## src/rtl/mips_isa_pkg.sv

```systemverilog
// Shared MIPS ISA definitions: mnemonic codes, opcodes, field widths,
// the NOP word and the encoder state type.
// Optional feature macro used by the encoder: DELAY_SLOT_NOP_EN.
package mips_isa_pkg;

   localparam int MNEM_W  = 4;
   localparam int OPC_W   = 6;
   localparam int REG_W   = 5;
   localparam int FUNCT_W = 6;
   localparam int IMM_W   = 16;
   localparam int TGT_W   = 26;
   localparam int WORD_W  = 32;

   typedef enum logic [MNEM_W-1:0] {
      MN_RTYPE = 4'd0,
      MN_ADDI  = 4'd1,
      MN_ORI   = 4'd2,
      MN_ANDI  = 4'd3,
      MN_LUI   = 4'd4,
      MN_LW    = 4'd5,
      MN_SW    = 4'd6,
      MN_BEQ   = 4'd7,
      MN_BNE   = 4'd8,
      MN_J     = 4'd9,
      MN_JAL   = 4'd10
   } mnem_e;

   localparam logic [OPC_W-1:0] OP_RTYPE = 6'h00;
   localparam logic [OPC_W-1:0] OP_J     = 6'h02;
   localparam logic [OPC_W-1:0] OP_JAL   = 6'h03;
   localparam logic [OPC_W-1:0] OP_BEQ   = 6'h04;
   localparam logic [OPC_W-1:0] OP_BNE   = 6'h05;
   localparam logic [OPC_W-1:0] OP_ADDI  = 6'h08;
   localparam logic [OPC_W-1:0] OP_ANDI  = 6'h0c;
   localparam logic [OPC_W-1:0] OP_ORI   = 6'h0d;
   localparam logic [OPC_W-1:0] OP_LUI   = 6'h0f;
   localparam logic [OPC_W-1:0] OP_LW    = 6'h23;
   localparam logic [OPC_W-1:0] OP_SW    = 6'h2b;

   localparam logic [WORD_W-1:0] NOP_WORD = 32'h0000_0000;

   typedef enum logic [1:0] {
      ST_IDLE = 2'd0,
      ST_RUN  = 2'd1,
      ST_FULL = 2'd2
   } enc_state_e;

   // True for mnemonics that have a branch delay slot.
   function automatic logic is_ctrl_xfer(input logic [MNEM_W-1:0] m);
      return (m == MN_BEQ) || (m == MN_BNE) || (m == MN_J) || (m == MN_JAL);
   endfunction

endpackage

```

## src/rtl/instr_field_pack.sv

```systemverilog
// Purely combinational packer: mnemonic plus fields -> 32-bit MIPS word,
// with an illegal flag for the unused mnemonic codes 11..15.
module instr_field_pack
   import mips_isa_pkg::*;
(
   input  logic [MNEM_W-1:0]  mnemonic,
   input  logic [REG_W-1:0]   rs,
   input  logic [REG_W-1:0]   rt,
   input  logic [REG_W-1:0]   rd,
   input  logic [REG_W-1:0]   shamt,
   input  logic [FUNCT_W-1:0] funct,
   input  logic [IMM_W-1:0]   imm,
   input  logic [TGT_W-1:0]   target,
   output logic [WORD_W-1:0]  word,
   output logic               illegal
);

   // Select the instruction format by mnemonic; LUI forces the rs field to 0.
   always_comb begin
      word    = '0;
      illegal = 1'b0;
      case (mnemonic)
         MN_RTYPE: word = {OP_RTYPE, rs, rt, rd, shamt, funct};
         MN_ADDI:  word = {OP_ADDI, rs, rt, imm};
         MN_ORI:   word = {OP_ORI, rs, rt, imm};
         MN_ANDI:  word = {OP_ANDI, rs, rt, imm};
         MN_LUI:   word = {OP_LUI, 5'd0, rt, imm};
         MN_LW:    word = {OP_LW, rs, rt, imm};
         MN_SW:    word = {OP_SW, rs, rt, imm};
         MN_BEQ:   word = {OP_BEQ, rs, rt, imm};
         MN_BNE:   word = {OP_BNE, rs, rt, imm};
         MN_J:     word = {OP_J, target};
         MN_JAL:   word = {OP_JAL, target};
         default:  illegal = 1'b1;
      endcase
   end

endmodule

```

## src/rtl/instr_encoder.sv

```systemverilog
// Instruction encoder: accepts symbolic beats over valid/ready and writes
// packed MIPS words to consecutive instruction-memory addresses.
// Optional macro DELAY_SLOT_NOP_EN: auto-insert a NOP after each branch/jump.
//
// Handshakes: an input beat transfers on a cycle where InValid && InReady;
// a memory write transfers on a cycle where MemWrEn && MemAck, and MemWrEn,
// MemAddr and MemData stay stable until that cycle.
module instr_encoder
   import mips_isa_pkg::*;
#(
   parameter int ADDR_WIDTH = 8,
   parameter int DEPTH      = 256,
   parameter int BASE_ADDR  = 0
) (
   input  logic                  clk,
   input  logic                  reset,
   input  logic                  Start,
   input  logic                  InValid,
   output logic                  InReady,
   input  logic [MNEM_W-1:0]     Mnemonic,
   input  logic [REG_W-1:0]      Rs,
   input  logic [REG_W-1:0]      Rt,
   input  logic [REG_W-1:0]      Rd,
   input  logic [REG_W-1:0]      Shamt,
   input  logic [FUNCT_W-1:0]    Funct,
   input  logic [IMM_W-1:0]      Imm,
   input  logic [TGT_W-1:0]      Target,
   output logic                  MemWrEn,
   output logic [ADDR_WIDTH-1:0] MemAddr,
   output logic [WORD_W-1:0]     MemData,
   input  logic                  MemAck,
   output logic [ADDR_WIDTH:0]   Count,
   output logic                  Full,
   output logic                  Error,
   output logic [1:0]            DbgState
);

   localparam logic [ADDR_WIDTH:0]   DEPTH_C = (ADDR_WIDTH + 1)'(DEPTH);
   localparam logic [ADDR_WIDTH-1:0] BASE_C  = ADDR_WIDTH'(BASE_ADDR);

   enc_state_e              state_q, state_d;
   logic [ADDR_WIDTH-1:0]   addr_q, addr_d;         // address for the next word
   logic [ADDR_WIDTH-1:0]   mem_addr_q, mem_addr_d;
   logic [WORD_W-1:0]       mem_data_q, mem_data_d;
   logic                    wr_q, wr_d;
   logic [ADDR_WIDTH:0]     count_q, count_d;
   logic                    counted_q, counted_d;   // pending word counts toward Count
   logic                    error_q, error_d;
`ifdef DELAY_SLOT_NOP_EN
   logic                    branch_q, branch_d;     // pending word needs a delay-slot NOP
`endif

   logic [WORD_W-1:0]       packed_word;
   logic                    packed_illegal;
   logic                    ack_fire;
   logic                    hits_full;
   logic                    slot_block;
   logic                    in_ready;
   logic [ADDR_WIDTH:0]     count_inc;

   instr_field_pack u_pack (
      .mnemonic (Mnemonic),
      .rs       (Rs),
      .rt       (Rt),
      .rd       (Rd),
      .shamt    (Shamt),
      .funct    (Funct),
      .imm      (Imm),
      .target   (Target),
      .word     (packed_word),
      .illegal  (packed_illegal)
   );

   // Next-state logic: write completion, Start re-arm, then beat acceptance.
   always_comb begin
      state_d    = state_q;
      addr_d     = addr_q;
      mem_addr_d = mem_addr_q;
      mem_data_d = mem_data_q;
      wr_d       = wr_q;
      count_d    = count_q;
      counted_d  = counted_q;
      error_d    = error_q;
`ifdef DELAY_SLOT_NOP_EN
      branch_d   = branch_q;
      slot_block = wr_q & branch_q & counted_q;
`else
      slot_block = 1'b0;
`endif
      ack_fire  = wr_q & MemAck;
      count_inc = count_q + 1'b1;
      hits_full = counted_q & (count_inc == DEPTH_C);
      // Beats are refused during Start so re-arming never races an accept;
      // the last slot's ack drops InReady in the same cycle.
      in_ready  = (state_q == ST_RUN) & ~Start & (~wr_q | MemAck)
                & ~(ack_fire & hits_full) & ~slot_block;

      if (ack_fire) begin
         wr_d      = 1'b0;
         counted_d = 1'b0;
         if (counted_q) begin
            count_d = count_inc;
            addr_d  = addr_q + 1'b1;
            if (hits_full) begin
               state_d = ST_FULL;
            end
`ifdef DELAY_SLOT_NOP_EN
            else if (branch_q) begin
               wr_d       = 1'b1;
               counted_d  = 1'b1;
               mem_addr_d = addr_q + 1'b1;
               mem_data_d = NOP_WORD;
            end
`endif
         end
`ifdef DELAY_SLOT_NOP_EN
         branch_d = 1'b0;
`endif
      end

      // A pending word still completes after Start but is no longer counted.
      if (Start) begin
         state_d   = ST_RUN;
         count_d   = '0;
         addr_d    = BASE_C;
         error_d   = 1'b0;
         counted_d = 1'b0;
         if (ack_fire) begin
            wr_d = 1'b0;
         end
`ifdef DELAY_SLOT_NOP_EN
         branch_d = 1'b0;
`endif
      end

      if (InValid && in_ready) begin
         if (packed_illegal) begin
            error_d = 1'b1;
         end else begin
            wr_d       = 1'b1;
            counted_d  = 1'b1;
            mem_addr_d = addr_d;
            mem_data_d = packed_word;
`ifdef DELAY_SLOT_NOP_EN
            branch_d   = is_ctrl_xfer(Mnemonic);
`endif
         end
      end
   end

   // State and output registers; reset drops any pending write.
   always_ff @(posedge clk or negedge reset) begin
      if (!reset) begin
         state_q    <= ST_IDLE;
         addr_q     <= BASE_C;
         mem_addr_q <= BASE_C;
         mem_data_q <= '0;
         wr_q       <= 1'b0;
         count_q    <= '0;
         counted_q  <= 1'b0;
         error_q    <= 1'b0;
`ifdef DELAY_SLOT_NOP_EN
         branch_q   <= 1'b0;
`endif
      end else begin
         state_q    <= state_d;
         addr_q     <= addr_d;
         mem_addr_q <= mem_addr_d;
         mem_data_q <= mem_data_d;
         wr_q       <= wr_d;
         count_q    <= count_d;
         counted_q  <= counted_d;
         error_q    <= error_d;
`ifdef DELAY_SLOT_NOP_EN
         branch_q   <= branch_d;
`endif
      end
   end

   assign InReady  = in_ready;
   assign MemWrEn  = wr_q;
   assign MemAddr  = mem_addr_q;
   assign MemData  = mem_data_q;
   assign Count    = count_q;
   assign Full     = (state_q == ST_FULL);
   assign Error    = error_q;
   assign DbgState = state_q;

endmodule

```

## config.mk

```make
export PLATFORM = sky130hd
export DESIGN_NAME = instr_encoder
export DESIGN_NICKNAME = d
export VERILOG_FILES = /design/src/rtl/mips_isa_pkg.sv /design/src/rtl/instr_field_pack.sv /design/src/rtl/instr_encoder.sv
export SDC_FILE = /design/constraint.sdc
export NUM_CORES = 1
export LEC_CHECK = 0
export ABC_CLOCK_PERIOD_IN_PS = 5300
export CAP_MARGIN = 20
export CORE_UTILIZATION = 48
export CTS_BUF_LIST = sky130_fd_sc_hd__clkbuf_16
export DETAILED_ROUTE_END_ITERATION = 8
export PLACE_DENSITY = 0.86
export SLEW_MARGIN = 20
export SYNTH_ARGS = -nofsm -noshare
export SYNTH_HDL_FRONTEND = slang
export SYNTH_SLANG_ARGS = --single-unit
```

## constraint.sdc

```tcl
create_clock -name clk -period 5.3 [get_ports clk]
set_clock_uncertainty 0.2 [all_clocks]
set_input_delay 1.06 -clock clk [delete_from_list [all_inputs] [get_ports clk]]
set_output_delay 1.06 -clock clk [all_outputs]
set_load 0.03 [all_outputs]
```

**Word-level counts from Yosys, hierarchy flattened**

Cells that the tools add are included.

- Output and inout port bits: 55
- Bits in registers: 62
- Word-level logic and storage cells: 65

- $add $sub $neg: 2
- Muxes and demuxes: 23
- Reduce and logical (&&, ||, !) cells: 9
- Bitwise gates (word level): 10
- Equal/unequal tests: 13

Operator list:

| operator | number |
|---|---|
| $pmux W32 S11 | 1 |
| $mux W9 | 3 |
| $mux W8 | 3 |
| $eq A4 B3 Y1 const B | 4 |
| $eq A4 B4 Y1 const B | 3 |
| $mux W1 | 12 |
| $reduce_or A11 Y1 | 1 |
| $add A9 B1 Y9 const B | 1 |
| $eq A9 B9 Y1 const B | 1 |
| $add A8 B1 Y8 const B | 1 |
| $eq A4 B2 Y1 const B | 2 |
| $mux W2 | 4 |
| $and A1 B1 Y1 | 6 |
| $reduce_bool A2 Y1 | 3 |
| $eq A4 B1 Y1 const B | 1 |
| $logic_not A4 Y1 | 1 |
| $reduce_and A2 Y1 | 2 |
| $not A1 Y1 | 3 |
| $reduce_and A3 Y1 | 1 |
| $eq A2 B1 Y1 const B | 1 |
| $eq A2 B2 Y1 const B | 1 |
| $logic_and A1 B1 Y1 | 1 |
| $or A1 B1 Y1 | 1 |

**Longest topological paths before layout**

Gate-level depths: netlist of the first run.

- Depth after elaboration: 8
- Gate-level depth with buffers: 7

**Cells and area by module**

From an unflattened synthesis of the first run, not the netlist that was laid out.

- Cell total of the unflattened synthesis: 362
- Area, all modules: 3963.8 um^2

By module, submodules not included:

| module | cells an instance | area each (um^2) | instances |
|---|---|---|---|
| instr_encoder | 205 | 2850.2 | 1 |
| instr_field_pack | 157 | 1113.6 | 1 |

**Worst setup path before layout of the first run**

Ideal clock, no wire load.

- Path type: in2out
- From: input MemAck
- To: output InReady
- Setup slack: 2.143 ns
- Data required time: 4.040 ns
- Arrival: 1.897 ns
- Stages on the path: 4
- Path buffers: 0
- Cell sequence: and3_1 > nand4_4 > o21bai_1 > nor2_1

- Word-level cells in the longest chain between the ends: 4
- Elaborated cells on any way between the ends: 6
- Classes of those cells: bitwise: 6

Ends and longest elaborated chain:

| what | line | text |
|---|---|---|
| start, declared | instr_encoder.sv:31 | `input logic MemAck,` |
| $and A1 B1 Y1 | instr_encoder.sv:90 | `ack_fire = wr_q & MemAck;` |
| $and A1 B1 Y1 | instr_encoder.sv:96 | `& ~(ack_fire & hits_full) & ~slot_block;` |
| $not A1 Y1 | instr_encoder.sv:96 |  |
| $and A1 B1 Y1 * | instr_encoder.sv:96 |  |
| end, declared | instr_encoder.sv:19 | `output logic InReady,` |

Mark *: on every way between the ends. The rest lies on a longest branch, timed or not.

**Worst setup path after layout of the first run**

Same ends and word-level chain as after synthesis.

==> impl_results.rst, run 1 <==
.. list-table::
   :header-rows: 1

   * - Metric
     - Value
   * - Run status
     - completed
   * - Number of standard cells in the layout, taps in and fillers out
     - 541
   * - Transition time of the tightest slew-check pin
     - 0.894 ns
   * - Final worst path period need
     - 4.43 ns
   * - Adder-Cell Fraction of Synth Area
     - 0.711%
   * - Seq/Total Area, Yosys
     - 43.4%
   * - Iter 0 DRT Violations
     - 157
   * - Floorplan die height
     - 87.6 um
   * - Diode count
     - 0
   * - Worst-case headroom to the max-slew limit
     - 40.2%
   * - Crit Reg-Reg Startpoint
     - Count[0]$_DFFE_PN0P_
   * - Setup WS post-layout
     - 0.870 ns
   * - Arrival @ worst endpoint
     - 3.17 ns
   * - Maximum clock rate
     - 226 MHz
   * - Worst setup path start
     - MemAck
   * - Peak ir drop on the vdd network
     - 0.209 mV
   * - Wire length of the first global-routing pass
     - 14400 um
   * - HPWL Detailed
     - 6430 um
   * - Number of slew-limit violations in the final report
     - 0
   * - Grt ovf
     - 0
   * - Maximum buffer depth of the clock tree
     - 2
   * - Placed standard-cell area
     - 0.00485 mm2
   * - Final #Nets
     - 520
   * - RSZ-0062 raised after global routing
     - false
   * - Startpoint-to-endpoint class of the critical path
     - in2out
   * - Count of standard-cell rows
     - 30
   * - Insertion delay of the later-clocked pin in the worst-skew pair
     - 0.32 ns
   * - Post-synth top flop
     - sky130_fd_sc_hd__dfrtp_1
   * - Critical Path, Cell by Cell
     - clkdlybuf4s50_1 -> and3_1 -> buf_4 -> nand4_4 -> o21bai_1 -> nor2_1 -> clkdlybuf4s50_1
   * - Placed cells
     - 526
   * - Power per cell area
     - 318 mW/mm2
   * - Capture point of the worst path
     - InReady
   * - Post-route DRC
     - 0
   * - Final standard cell utilization of the core
     - 74.2%
   * - Endpoint of the worst register-to-register path
     - MemData[11]$_DFFE_PN0P_
   * - Clock root buffer
     - sky130_fd_sc_hd__clkbuf_16
   * - Synth Cell Area
     - 0.00352 mm2
   * - Maximum fanout count along the critical path
     - 13
   * - Post-synth net total
     - 395
   * - # fillers
     - 494
   * - Setup total negative slack
     - 0 ns
   * - CTS tree
     - yes
   * - Post-DR wirelength/cell
     - 16.6 um
   * - Setup slack after placement
     - 0.923 ns
   * - Switching fraction of total power
     - 28.7%
   * - Number of I/O port buffers
     - 130
   * - Number of distinct standard cells referenced by the synthesized netlist
     - 50
   * - CTS Hold Buffers Added
     - 0
   * - Overall routing resource usage
     - 24.6%
   * - CORE AREA
     - 0.00694 mm2
   * - Dominant combinational cell family by area after synthesis
     - multiplexers
   * - Total die area
     - 0.00767 mm2
   * - Sinks on Clock Net
     - 61
   * - Post-synthesis async set-or-reset flop share
     - 100%
   * - Delay of the slowest cell on the worst path
     - 0.61 ns
   * - Clock transition at the registers of the reported paths
     - 0.05 ns
   * - Post-synthesis area per instance
     - 11.1 um2
   * - Number of levels in the clock H-tree
     - 3
   * - Fraction of power consumed by combinational cells
     - 28.8%
   * - Worst reg2reg setup slack
     - 2.22 ns
   * - Vias after detailed routing
     - 2983
   * - Type of origin of the critical path
     - primary input
   * - Total number of yosys warnings
     - 0
   * - Max-cap violation count
     - 0
   * - First-pass detailed-route iteration total
     - 4
   * - Top Ports
     - 132
   * - Area fraction in and, or, nand and nor cells after synthesis
     - 12.2%
   * - Post-synthesis share of cell area spent on xor and xnor gates
     - 3.74%
   * - Fraction of final layout cells sized beyond drive strength 1
     - 13.9%
   * - Complex-gate fraction of the synthesized area
     - 15.7%
   * - Clock share of power
     - 36.8%
   * - Final Setup Violations
     - 0
   * - Final design instance area without fill
     - 0.00515 mm2
   * - Number of buffers created by CTS
     - 9
   * - Endpoint class of the critical path
     - output port
   * - Cell depth of the worst flop-to-flop path
     - 6
   * - Via-per-instance ratio
     - 5.51
   * - Initial standard-cell utilization of the core
     - 50.6%
   * - Class of the worst hold path
     - reg2reg
   * - Switching pwr
     - 0.470 mW
   * - Number of hold violations in the final report
     - 0
   * - Synthesized netlist cell count
     - 316
   * - Share of power burned in registers
     - 34.3%
   * - Slowest cell on the critical path
     - sky130_fd_sc_hd__clkdlybuf4s50_1
   * - Number of enable-type register cells in the synthesized netlist
     - 0
   * - Area added between synthesis and finish
     - 46.6%
   * - Post-cts repair resize count
     - 0
   * - Mux cell area share after synthesis
     - 19.7%
   * - Internal Dissipation
     - 1.17 mW
   * - Count of state elements after synthesis
     - 61
   * - Routed WL
     - 8980 um
   * - Placer's final routability congestion estimate
     - 0.796
   * - Pin count of the biggest net entering global routing
     - 62
   * - Leakage power total
     - 2.23 nW
   * - Tcrit/Tclk final
     - 83.6%
   * - Number of setup buffers added after CTS
     - 0
   * - Antenna violations before repair
     - 0
   * - Critical path's most frequent cell
     - sky130_fd_sc_hd__clkdlybuf4s50_1
   * - Horizontal die dimension
     - 87.6 um
   * - ANT nets after route
     - 0
   * - Vias in the first global route
     - 3087
   * - WP data required
     - 4.04 ns
[Yosys cell counts (all sizes together) (2+ instances only)]
| cell type | n | share of area [%] |
|---|---|---|
| a2111oi | 2 | 0.50 |
| nand4 | 6 | 1.5 |
| nand4b | 2 | 0.50 |
| mux2i | 20 | 5.7 |
| o21bai | 2 | 0.43 |
| and3 | 2 | 0.36 |
| o21ai | 23 | 3.6 |
| and4 | 2 | 0.60 |
| and2 | 4 | 0.78 |
| a32oi | 15 | 3.7 |
| a221o | 5 | 1.4 |
| a22o | 5 | 1.2 |
| nand3b | 2 | 0.43 |
| nor3 | 2 | 0.28 |
| clkbuf | 9 | 0.96 |
| a22oi | 5 | 1.1 |
| xor2 | 9 | 2.2 |
| inv | 8 | 0.85 |
| nor2b | 4 | 0.71 |
| nand3 | 8 | 1.1 |
| buf | 13 | 2.7 |
| nor2 | 19 | 2.1 |
| nand2b | 9 | 1.6 |
| mux2 | 33 | 14 |
| a21oi | 11 | 1.6 |
| dfrtp | 61 | 43 |
| xnor2 | 6 | 1.5 |
| ha | 2 | 0.71 |
| nand2 | 15 | 1.6 |
[power by group through the flow]
stage | combinational, mW | clock, mW | sequential (mW)
4_1_cts | 0.476 | 0.610 | 0.563
3_3_place_gp | 0.464 | 0 | 0.566
3_5_place_dp | 0.474 | 0 | 0.568
6_report | 0.473 | 0.604 | 0.562
5_1_grt | 0.500 | 0.630 | 0.569
2_1_floorplan | 0.145 | 0 | 0.680
[kinds of logic after synthesis]
kind of cell	count (synthesis)
buffers and inverters	30
XOR/XNOR	15
AND/OR/NAND/NOR	78
flip-flops	61
multiplexers	53
adder cells (fa/ha/maj)	2
other	1
AO/OA/AOI/OAI	76
[registers in the layout, summed over array words and instances, names as in the netlist]
register   flops
MemData       31
Count          9
MemAddr        8
addr_q         8
DbgState       2
Error          1
MemWrEn        1
counted_q      1
[layout by cell type (no fill, tap or decap), drive strengths merged, types with 4 or more instances in the layout]
cell type,count
a32oi,15
o21ai,23
mux2i,20
nor2,19
nand2b,9
mux2,33
a221o,5
nand4,6
nand2,15
nand3,8
inv,9
clkdlybuf4s50,129
xor2,9
nor2b,4
a21oi,11
and2,4
a22o,5
buf,7
dfrtp,61
clkbuf,9
a22oi,5
xnor2,6
[metrics by stage]
| step | hold slack (ns) | power [mW] |
|---|---|---|
| 2_1_floorplan | 0.290 | 0.825 |
| 3_3_place_gp | 0.291 | 1.03 |
| 3_5_place_dp | 0.295 | 1.04 |
| 4_1_cts | 0.313 | 1.65 |
| 5_1_grt | 0.327 | 1.70 |
| 6_report | 0.309 | 1.64 |
[worst min-delay path by stage]
stage,from,to,slack (ns),cells past startpoint
CTS,MemData[8]$_DFFE_PN0P_,MemData[8]$_DFFE_PN0P_,0.31,1
global route,MemData[8]$_DFFE_PN0P_,MemData[8]$_DFFE_PN0P_,0.33,1
floorplan,counted_q$_DFF_PN0_,counted_q$_DFF_PN0_,0.29,2
global placement,MemData[1]$_DFFE_PN0P_,MemData[1]$_DFFE_PN0P_,0.29,1
finish,MemData[26]$_DFFE_PN0P_,MemData[26]$_DFFE_PN0P_,0.31,1
detailed placement,MemData[8]$_DFFE_PN0P_,MemData[8]$_DFFE_PN0P_,0.30,1
[per-layer routing]
layer	global-route usage, %	up-vias	part of all wire, %
met2	43.3	106	53
met5	0	-	0
met4	9.09	0	2.2
met3	6.97	20	5.0
met1	28.5	1445	40
li1	-	1412	-
[critical path: cells and delay by family]
family	cells	cell delay, ns
AO/OA/AOI/OAI	1	0.37
buffers and inverters	3	1.32
AND/OR/NAND/NOR	3	0.41
[layout make-up]
type / count / area (um2) / share of cell area [%]
Multi-Input combinational cell: 225 / 1830 / 35.5
Tap cell: 96 / 120 / 2.33
Timing Repair Buffer: 136 / 1340 / 26.0
Inverter: 8 / 30.0 / 0.583
Sequential cell: 61 / 1530 / 29.6
Clock buffer: 9 / 225 / 4.37
Clock inverter: 6 / 80.1 / 1.55
No activity file was read; power rests on OpenSTA's default activity.
==> run 2, diff against run 1 <==
--- a/config.mk
+++ b/config.mk
@@ -5,12 +5,12 @@
 export SDC_FILE = /design/constraint.sdc
 export NUM_CORES = 1
 export LEC_CHECK = 0
-export ABC_CLOCK_PERIOD_IN_PS = 5300
+export ABC_CLOCK_PERIOD_IN_PS = 3850
 export CAP_MARGIN = 20
-export CORE_UTILIZATION = 48
+export CORE_UTILIZATION = 40
 export CTS_BUF_LIST = sky130_fd_sc_hd__clkbuf_16
 export DETAILED_ROUTE_END_ITERATION = 8
-export PLACE_DENSITY = 0.86
+export PLACE_DENSITY = 0.76
 export SLEW_MARGIN = 20
 export SYNTH_ARGS = -nofsm -noshare
 export SYNTH_HDL_FRONTEND = slang
==> constraint.sdc (replaced) <==
create_clock -name clk -period 3.85 [get_ports clk]
set_clock_uncertainty 0.2 [all_clocks]
set_input_delay 0.77 -clock clk [delete_from_list [all_inputs] [get_ports clk]]
set_output_delay 0.77 -clock clk [all_outputs]
set_load 0.03 [all_outputs]
==> run 2 against run 1 <==
Critical path depth is 1 lower. Final cell count is 3.0% higher. Setup slack worse by 0.56 ns. Flip-flop and latch count stayed put. Routed wire length is 0.50% lower. Sequential power is 38% higher. Hold slack worse by 0.011 ns. Critical path type is now reg2out. Clock power is 36% higher. Non-clock buffer count is 6 higher. Cell area is 1.4% higher.
==> impl_results.rst, run 2 (synthesis results as in run 1) <==
.. list-table::
   :header-rows: 1

   * - Metric
     - Value
   * - Run status
     - completed (unchanged)
   * - Total power after layout
     - 2.25 mW (was 1.64 mW)
   * - Initial standard-cell utilization of the core
     - 42.0% (was 50.6%)
   * - Type of origin of the critical path
     - flip-flop (was primary input)
   * - Worst-case headroom to the max-slew limit
     - 43.9% (was 40.2%)
   * - Routed WL
     - 8930 um (was 8980 um)
   * - Setup WS post-layout
     - 0.307 ns (was 0.870 ns)
   * - Grt ovf
     - 0 (unchanged)
   * - Count of standard-cell rows
     - 33 (was 30)
   * - Worst setup path start
     - Count[0]$_DFFE_PN0P_ (was MemAck)
   * - Number of I/O port buffers
     - 130 (unchanged)
   * - Placed cells
     - 541 (was 526)
   * - Clock root buffer
     - sky130_fd_sc_hd__clkbuf_16 (unchanged)
   * - Maximum buffer depth of the clock tree
     - 2 (unchanged)
   * - Critical Path, Cell by Cell
     - ha_1 -> a211oi_1 -> a31oi_2 -> o21bai_1 -> nor2_1 -> clkdlybuf4s50_1 (was clkdlybuf4s50_1 -> and3_1 -> buf_4 -> nand4_4 -> o21bai_1 -> nor2_1 -> clkdlybuf4s50_1)
   * - Floorplan die height
     - 95.8 um (was 87.6 um)
   * - Class of the worst hold path
     - reg2reg (unchanged)
   * - Delay of the slowest cell on the worst path
     - 0.67 ns (was 0.61 ns)
   * - Total die area
     - 0.00917 mm2 (was 0.00767 mm2)
   * - Endpoint class of the critical path
     - output port (unchanged)
   * - Final worst path period need
     - 3.54 ns
   * - Post-DR wirelength/cell
     - 16.0 um (was 16.6 um)
   * - Hold_ws
     - 0.298 ns (was 0.309 ns)
   * - Wire length of the first global-routing pass
     - 14300 um (was 14400 um)
   * - Top Ports
     - 132 (unchanged)
   * - Final standard cell utilization of the core
     - 62.4% (was 74.2%)
   * - First-pass detailed-route iteration total
     - 4 (unchanged)
   * - Startpoint-to-endpoint class of the critical path
     - reg2out (was in2out)
   * - Number of flip-flops under the largest register name
     - 31 (unchanged)
   * - CTS tree
     - yes (unchanged)
   * - Post-cts repair resize count
     - 0 (unchanged)
   * - Overall routing resource usage
     - 20.4% (was 24.6%)
   * - Number of buffers created by CTS
     - 9 (unchanged)
   * - Vias after detailed routing
     - 2943 (was 2983)
   * - Slowest cell on the critical path
     - sky130_fd_sc_hd__clkdlybuf4s50_1 (unchanged)
   * - Tcrit/Tclk final
     - 92.0%
   * - Setup slack after placement
     - 0.335 ns (was 0.923 ns)
   * - Most frequent standard cell in the layout excluding fill and tap cells
     - sky130_fd_sc_hd__clkdlybuf4s50_1 (unchanged)
   * - Pin count of the biggest net entering global routing
     - 44 (was 62)
   * - CTS Hold Buffers Added
     - 0 (unchanged)
   * - Number of buffers and inverters on the critical path
     - 1 (was 3)
   * - Max-cap violation count
     - 0 (unchanged)
   * - Worst Min Path Start
     - MemData[29]$_DFFE_PN0P_ (was MemData[26]$_DFFE_PN0P_)
   * - RSZ-0062 raised after global routing
     - false (unchanged)
   * - WP data required
     - 2.88 ns (was 4.04 ns)
   * - Leakage power total
     - 2.26 nW (was 2.23 nW)
   * - Peak ir drop on the vdd network
     - 0.280 mV (was 0.209 mV)
   * - Transition time of the tightest slew-check pin
     - 0.839 ns (was 0.894 ns)
   * - Iter 0 DRT Violations
     - 91 (was 157)
   * - Vias in the first global route
     - 2891 (was 3087)
   * - Number of slew-limit violations in the final report
     - 0 (unchanged)
   * - Via-per-instance ratio
     - 5.28 (was 5.51)
   * - Setup total negative slack
     - 0 ns (unchanged)
   * - Sinks on Clock Net
     - 61 (unchanged)
   * - Placed standard-cell area
     - 0.00492 mm2 (was 0.00485 mm2)
   * - Highest-count cells in the layout ignoring fill and taps
     - sky130_fd_sc_hd__clkdlybuf4s50_1, sky130_fd_sc_hd__dfrtp_1, sky130_fd_sc_hd__mux2_4, sky130_fd_sc_hd__o21ai_0, sky130_fd_sc_hd__mux2i_1 (unchanged)
   * - Fraction of final layout cells sized beyond drive strength 1
     - 15.7% (was 13.9%)
   * - Number of standard cells in the layout, taps in and fillers out
     - 557 (was 541)
   * - Power per cell area
     - 430 mW/mm2 (was 318 mW/mm2)
   * - CORE AREA
     - 0.00838 mm2 (was 0.00694 mm2)
   * - Placer's final routability congestion estimate
     - 0.791 (was 0.796)
   * - Antenna violations before repair
     - 0 (unchanged)
   * - Final Setup Violations
     - 0 (unchanged)
   * - ANT nets after route
     - 0 (unchanged)
   * - Area added between synthesis and finish
     - 48.6% (was 46.6%)
   * - Final design instance area without fill
     - 0.00523 mm2 (was 0.00515 mm2)
   * - Maximum clock rate
     - 282 MHz
   * - Number of levels in the clock H-tree
     - 3 (unchanged)
   * - Post-route DRC
     - 0 (unchanged)
   * - Arrival @ worst endpoint
     - 2.57 ns (was 3.17 ns)
   * - Horizontal die dimension
     - 95.8 um (was 87.6 um)
   * - Number of hold violations in the final report
     - 0 (unchanged)
   * - Worst path top cell family by delay
     - buffers and inverters (unchanged)
   * - Clock transition at the registers of the reported paths
     - 0.05 ns (about the same)
   * - Maximum fanout count along the critical path
     - 7 (was 13)
   * - Number of setup buffers added after CTS
     - 0 (unchanged)
   * - Crit Reg-Reg Startpoint
     - Count[0]$_DFFE_PN0P_ (unchanged)
   * - HPWL Detailed
     - 6410 um (was 6430 um)
   * - Diode count
     - 0 (unchanged)
   * - Final #Nets
     - 526 (was 520)
   * - Insertion delay of the later-clocked pin in the worst-skew pair
     - 0.33 ns (was 0.32 ns)
run 2: worst paths after layout:
kind	end	slack, ns	depth (start not counted)
hold reg to reg	MemData[29]$_DFFE_PN0P_	0.30	1
setup reg to reg	MemData[1]$_DFFE_PN0P_	0.92	6
setup / recovery	InReady	0.31	6
min in group asynchronous	addr_q[1]$_DFF_PN0_	0.32	1
hold / removal	MemData[29]$_DFFE_PN0P_	0.30	1
max in group asynchronous	MemData[3]$_DFFE_PN0P_	2.20	3
run 2: power breakdown:
part / switching [mW] / internal, mW
clock: 0.312 / 0.510
sequential: 0.0506 / 0.723
combinational: 0.319 / 0.334
total: 0.682 / 1.57
run 2: area by class of cell:
class / count / area [um2]
clock buffer: 9 / 225
inverter: 8 / 30.0
sequential: 61 / 1530
tap: 105 / 131
multi-input combinational: 225 / 1830
fill: 684 / 3160
clock inverter: 7 / 82.6
timing repair buffer: 142 / 1400
run 2: metal layers:
metal / up-vias / wire [um] / global-route usage, %
met3: 14 / 497 / 4.90
met2: 92 / 4310 / 30.9
li1: 1424 / - / -
met1: 1413 / 4000 / 28.1
met5: - / 0 / 0
met4: 0 / 130 / 7.84
==> run 3, diff against run 2 <==
--- a/config.mk
+++ b/config.mk
@@ -6,9 +6,9 @@
 export NUM_CORES = 1
 export LEC_CHECK = 0
 export ABC_CLOCK_PERIOD_IN_PS = 3850
-export CAP_MARGIN = 20
 export CORE_UTILIZATION = 40
 export CTS_BUF_LIST = sky130_fd_sc_hd__clkbuf_16
+export CTS_CLUSTER_SIZE = 25
 export DETAILED_ROUTE_END_ITERATION = 8
 export PLACE_DENSITY = 0.76
 export SLEW_MARGIN = 20
==> constraint.sdc (replaced) <==
create_clock -name clk -period 3.85 [get_ports clk]
set_clock_uncertainty 0.2 [all_clocks]
set_input_delay 0.77 -clock clk [delete_from_list [all_inputs] [get_ports clk]]
set_output_delay 0.77 -clock clk [all_outputs]
set_load 0.05 [all_outputs]
==> run 3 against run 2 <==
Core utilization decreased by 0.30 points. Power increased by 4.7%. Cell area is 0.48% lower. Final cell count is 0.36% lower. Via count grew 0.31%. Clock power is 2.8% lower. Setup slack better by 0.34 ns. Routed wire length increased by 1.7%. Flip-flop and latch count unchanged. Register-to-register slack worse by 0.03 ns. Clock-buffer cell count unchanged. Critical path depth unchanged. Largest cell class unchanged.
==> impl_results.rst, run 3 (synthesis results as in run 1) <==
.. list-table::
   :header-rows: 1

   * - Metric
     - Value
   * - Area added between synthesis and finish
     - 47.9% (was 48.6%)
   * - Tcrit/Tclk final
     - 83.2% (was 92.0%)
   * - Type of origin of the critical path
     - primary input (was flip-flop)
   * - Power per cell area
     - 453 mW/mm2 (was 430 mW/mm2)
   * - Sequential Area
     - 0.00153 mm2 (unchanged)
   * - CORE AREA
     - 0.00838 mm2 (unchanged)
   * - Transition time of the tightest slew-check pin
     - 0.886 ns (was 0.839 ns)
   * - Max-cap violation count
     - 0 (unchanged)
   * - Maximum clock rate
     - 312 MHz (was 282 MHz)
   * - Vias after detailed routing
     - 2952 (was 2943)
   * - Run status
     - completed (unchanged)
   * - Placer's final routability congestion estimate
     - 0.798 (was 0.791)
   * - Sinks on Clock Net
     - 61 (unchanged)
   * - Slowest cell on the critical path
     - sky130_fd_sc_hd__clkdlybuf4s50_1 (unchanged)
   * - Fraction of power consumed by combinational cells
     - 33.2% (was 29.0%)
   * - Diode count
     - 0 (unchanged)
   * - Top Ports
     - 132 (unchanged)
   * - Peak ir drop on the vdd network
     - 0.272 mV (was 0.280 mV)
   * - Switching fraction of total power
     - 33.9% (was 30.3%)
   * - Number of levels in the clock H-tree
     - 3 (unchanged)
   * - # fillers
     - 686 (was 684)
   * - Highest-count cells in the layout ignoring fill and taps
     - sky130_fd_sc_hd__clkdlybuf4s50_1, sky130_fd_sc_hd__dfrtp_1, sky130_fd_sc_hd__mux2_4, sky130_fd_sc_hd__o21ai_0, sky130_fd_sc_hd__mux2i_1 (unchanged)
   * - First-pass detailed-route iteration total
     - 4 (unchanged)
   * - Number of buffers and inverters on the critical path
     - 2 (was 1)
   * - Floorplan die height
     - 95.8 um (unchanged)
   * - RSZ-0062 raised after global routing
     - false (unchanged)
   * - Share of power burned in registers
     - 32.9% (was 34.4%)
   * - Fraction of final layout cells sized beyond drive strength 1
     - 15.6% (was 15.7%)
   * - Overall routing resource usage
     - 20.1% (was 20.4%)
   * - Class of the worst hold path
     - reg2reg (unchanged)
   * - Internal Dissipation
     - 1.56 mW (was 1.57 mW)
   * - Total die area
     - 0.00917 mm2 (unchanged)
   * - Post-DR wirelength/cell
     - 16.4 um (was 16.0 um)
   * - HPWL Detailed
     - 6540 um (was 6410 um)
   * - Post-route DRC
     - 0 (unchanged)
   * - CTS tree
     - yes (unchanged)
   * - Hold_ws
     - 0.289 ns (was 0.298 ns)
   * - Arrival @ worst endpoint
     - 2.23 ns (was 2.57 ns)
   * - Number of hold violations in the final report
     - 0 (unchanged)
   * - Clock root buffer
     - sky130_fd_sc_hd__clkbuf_16 (unchanged)
   * - Insertion delay of the later-clocked pin in the worst-skew pair
     - 0.32 ns (was 0.33 ns)
   * - Maximum fanout count along the critical path
     - 4 (was 7)
   * - Number of slew-limit violations in the final report
     - 0 (unchanged)
   * - Endpoint class of the critical path
     - output port (unchanged)
   * - Horizontal die dimension
     - 95.8 um (unchanged)
   * - Delay of the slowest cell on the worst path
     - 0.51 ns (was 0.67 ns)
   * - Routed WL
     - 9090 um (was 8930 um)
   * - Vias in the first global route
     - 2945 (was 2891)
   * - Number of I/O port buffers
     - 130 (unchanged)
   * - Most frequent standard cell in the layout excluding fill and tap cells
     - sky130_fd_sc_hd__clkdlybuf4s50_1 (unchanged)
   * - Final worst path period need
     - 3.20 ns (was 3.54 ns)
   * - Final #Nets
     - 524 (was 526)
   * - Final Setup Violations
     - 0 (unchanged)
   * - CTS Hold Buffers Added
     - 0 (unchanged)
   * - Switching pwr
     - 0.797 mW (was 0.682 mW)
   * - ANT nets after route
     - 0 (unchanged)
   * - Initial standard-cell utilization of the core
     - 42.0% (unchanged)
   * - Pin count of the biggest net entering global routing
     - 44 (unchanged)
   * - Clock transition at the registers of the reported paths
     - 0.05 ns (about the same)
   * - Grt ovf
     - 0 (unchanged)
   * - Worst-case headroom to the max-slew limit
     - 40.7% (was 43.9%)
   * - Wire length of the first global-routing pass
     - 14100 um (was 14300 um)
   * - Number of flip-flops under the largest register name
     - 31 (unchanged)
   * - Post-cts repair resize count
     - 0 (unchanged)
   * - Via-per-instance ratio
     - 5.32 (was 5.28)
   * - Clock share of power
     - 34.0% (was 36.6%)
   * - Iter 0 DRT Violations
     - 129 (was 91)
   * - Antenna violations before repair
     - 0 (unchanged)
   * - Setup total negative slack
     - 0 ns (unchanged)
   * - Total area of multi-input combinational cells
     - 0.00183 mm2 (unchanged)
   * - Count of standard-cell rows
     - 33 (unchanged)
   * - Startpoint-to-endpoint class of the critical path
     - in2out (was reg2out)
   * - Number of buffers created by CTS
     - 9 (unchanged)
   * - WP data required
     - 2.88 ns (about the same)
   * - Maximum buffer depth of the clock tree
     - 2 (unchanged)
   * - Worst path top cell family by delay
     - buffers and inverters (unchanged)
   * - Leakage power total
     - 2.25 nW (was 2.26 nW)
   * - Number of setup buffers added after CTS
     - 0 (unchanged)
   * - Critical Path, Cell by Cell
     - clkdlybuf4s50_1 -> and3_1 -> nand4_4 -> o21bai_1 -> nor2_1 -> buf_4 (was ha_1 -> a211oi_1 -> a31oi_2 -> o21bai_1 -> nor2_1 -> clkdlybuf4s50_1)
run 3: cell types whose count changed in the layout (fill, tap and decap cells not counted), sizes merged:
cell	change
clkdlybuf4s50	-1
inv	-2
buf	-1
clkinvlp	+1
clkinv	+1
run 3: path summary, 6_finish.rpt:
kind                                          from                      end  slack [ns]  cells after the start
setup reg to reg              Count[0]$_DFFE_PN0P_   MemData[1]$_DFFE_PN0P_        0.89                      6
hold / removal             MemData[29]$_DFFE_PN0P_  MemData[29]$_DFFE_PN0P_        0.29                      1
setup / recovery                            MemAck                  InReady        0.65                      6
hold reg to reg            MemData[29]$_DFFE_PN0P_  MemData[29]$_DFFE_PN0P_        0.29                      1
max in group asynchronous                    reset   MemAddr[2]$_DFFE_PN0P_        2.32                      2
min in group asynchronous                    reset   MemAddr[3]$_DFFE_PN0P_        0.35                      1
run 3: cell type report:
| cell class | instances | share of cell area, % |
|---|---|---|
| timing repair buffer | 140 | 26.6 |
| sequential | 61 | 29.3 |
| inverter | 8 | 0.577 |
| clock inverter | 7 | 1.44 |
| clock buffer | 9 | 4.33 |
| tap | 105 | 2.53 |
| multi-input combinational | 225 | 35.2 |
run 3: power by group through the flow:
stage / registers, mW / clock network, mW / logic, mW
5_1_grt: 0.783 / 0.843 / 0.820
3_5_place_dp: 0.779 / 0 / 0.786
6_report: 0.773 / 0.800 / 0.781
3_3_place_gp: 0.782 / 0 / 0.773
4_1_cts: 0.774 / 0.815 / 0.787
2_1_floorplan: 1.06 / 0 / 0.202
run 3: layer usage:
layer  vias up  track usage [%]  part of all wire (%)
met3         9             4.82                   6.0
met1      1425             26.1                    44
met2        94             33.1                    49
li1       1424                -                     -
met4         0             6.34                  0.97
met5         -                0                     0
run 3: metrics by stage:
stage	std cells	setup WS, ns	utilization (%)	power, mW	cell area [um2]
2_1_floorplan	316	0.599	-	1.26	3520
3_3_place_gp	539	0.541	58.5	1.55	4900
3_5_place_dp	539	0.487	58.5	1.57	4900
4_1_cts	555	0.640	62.1	2.38	5200
5_1_grt	555	0.543	62.1	2.45	5200
6_report	555	0.648	62.1	2.35	5200
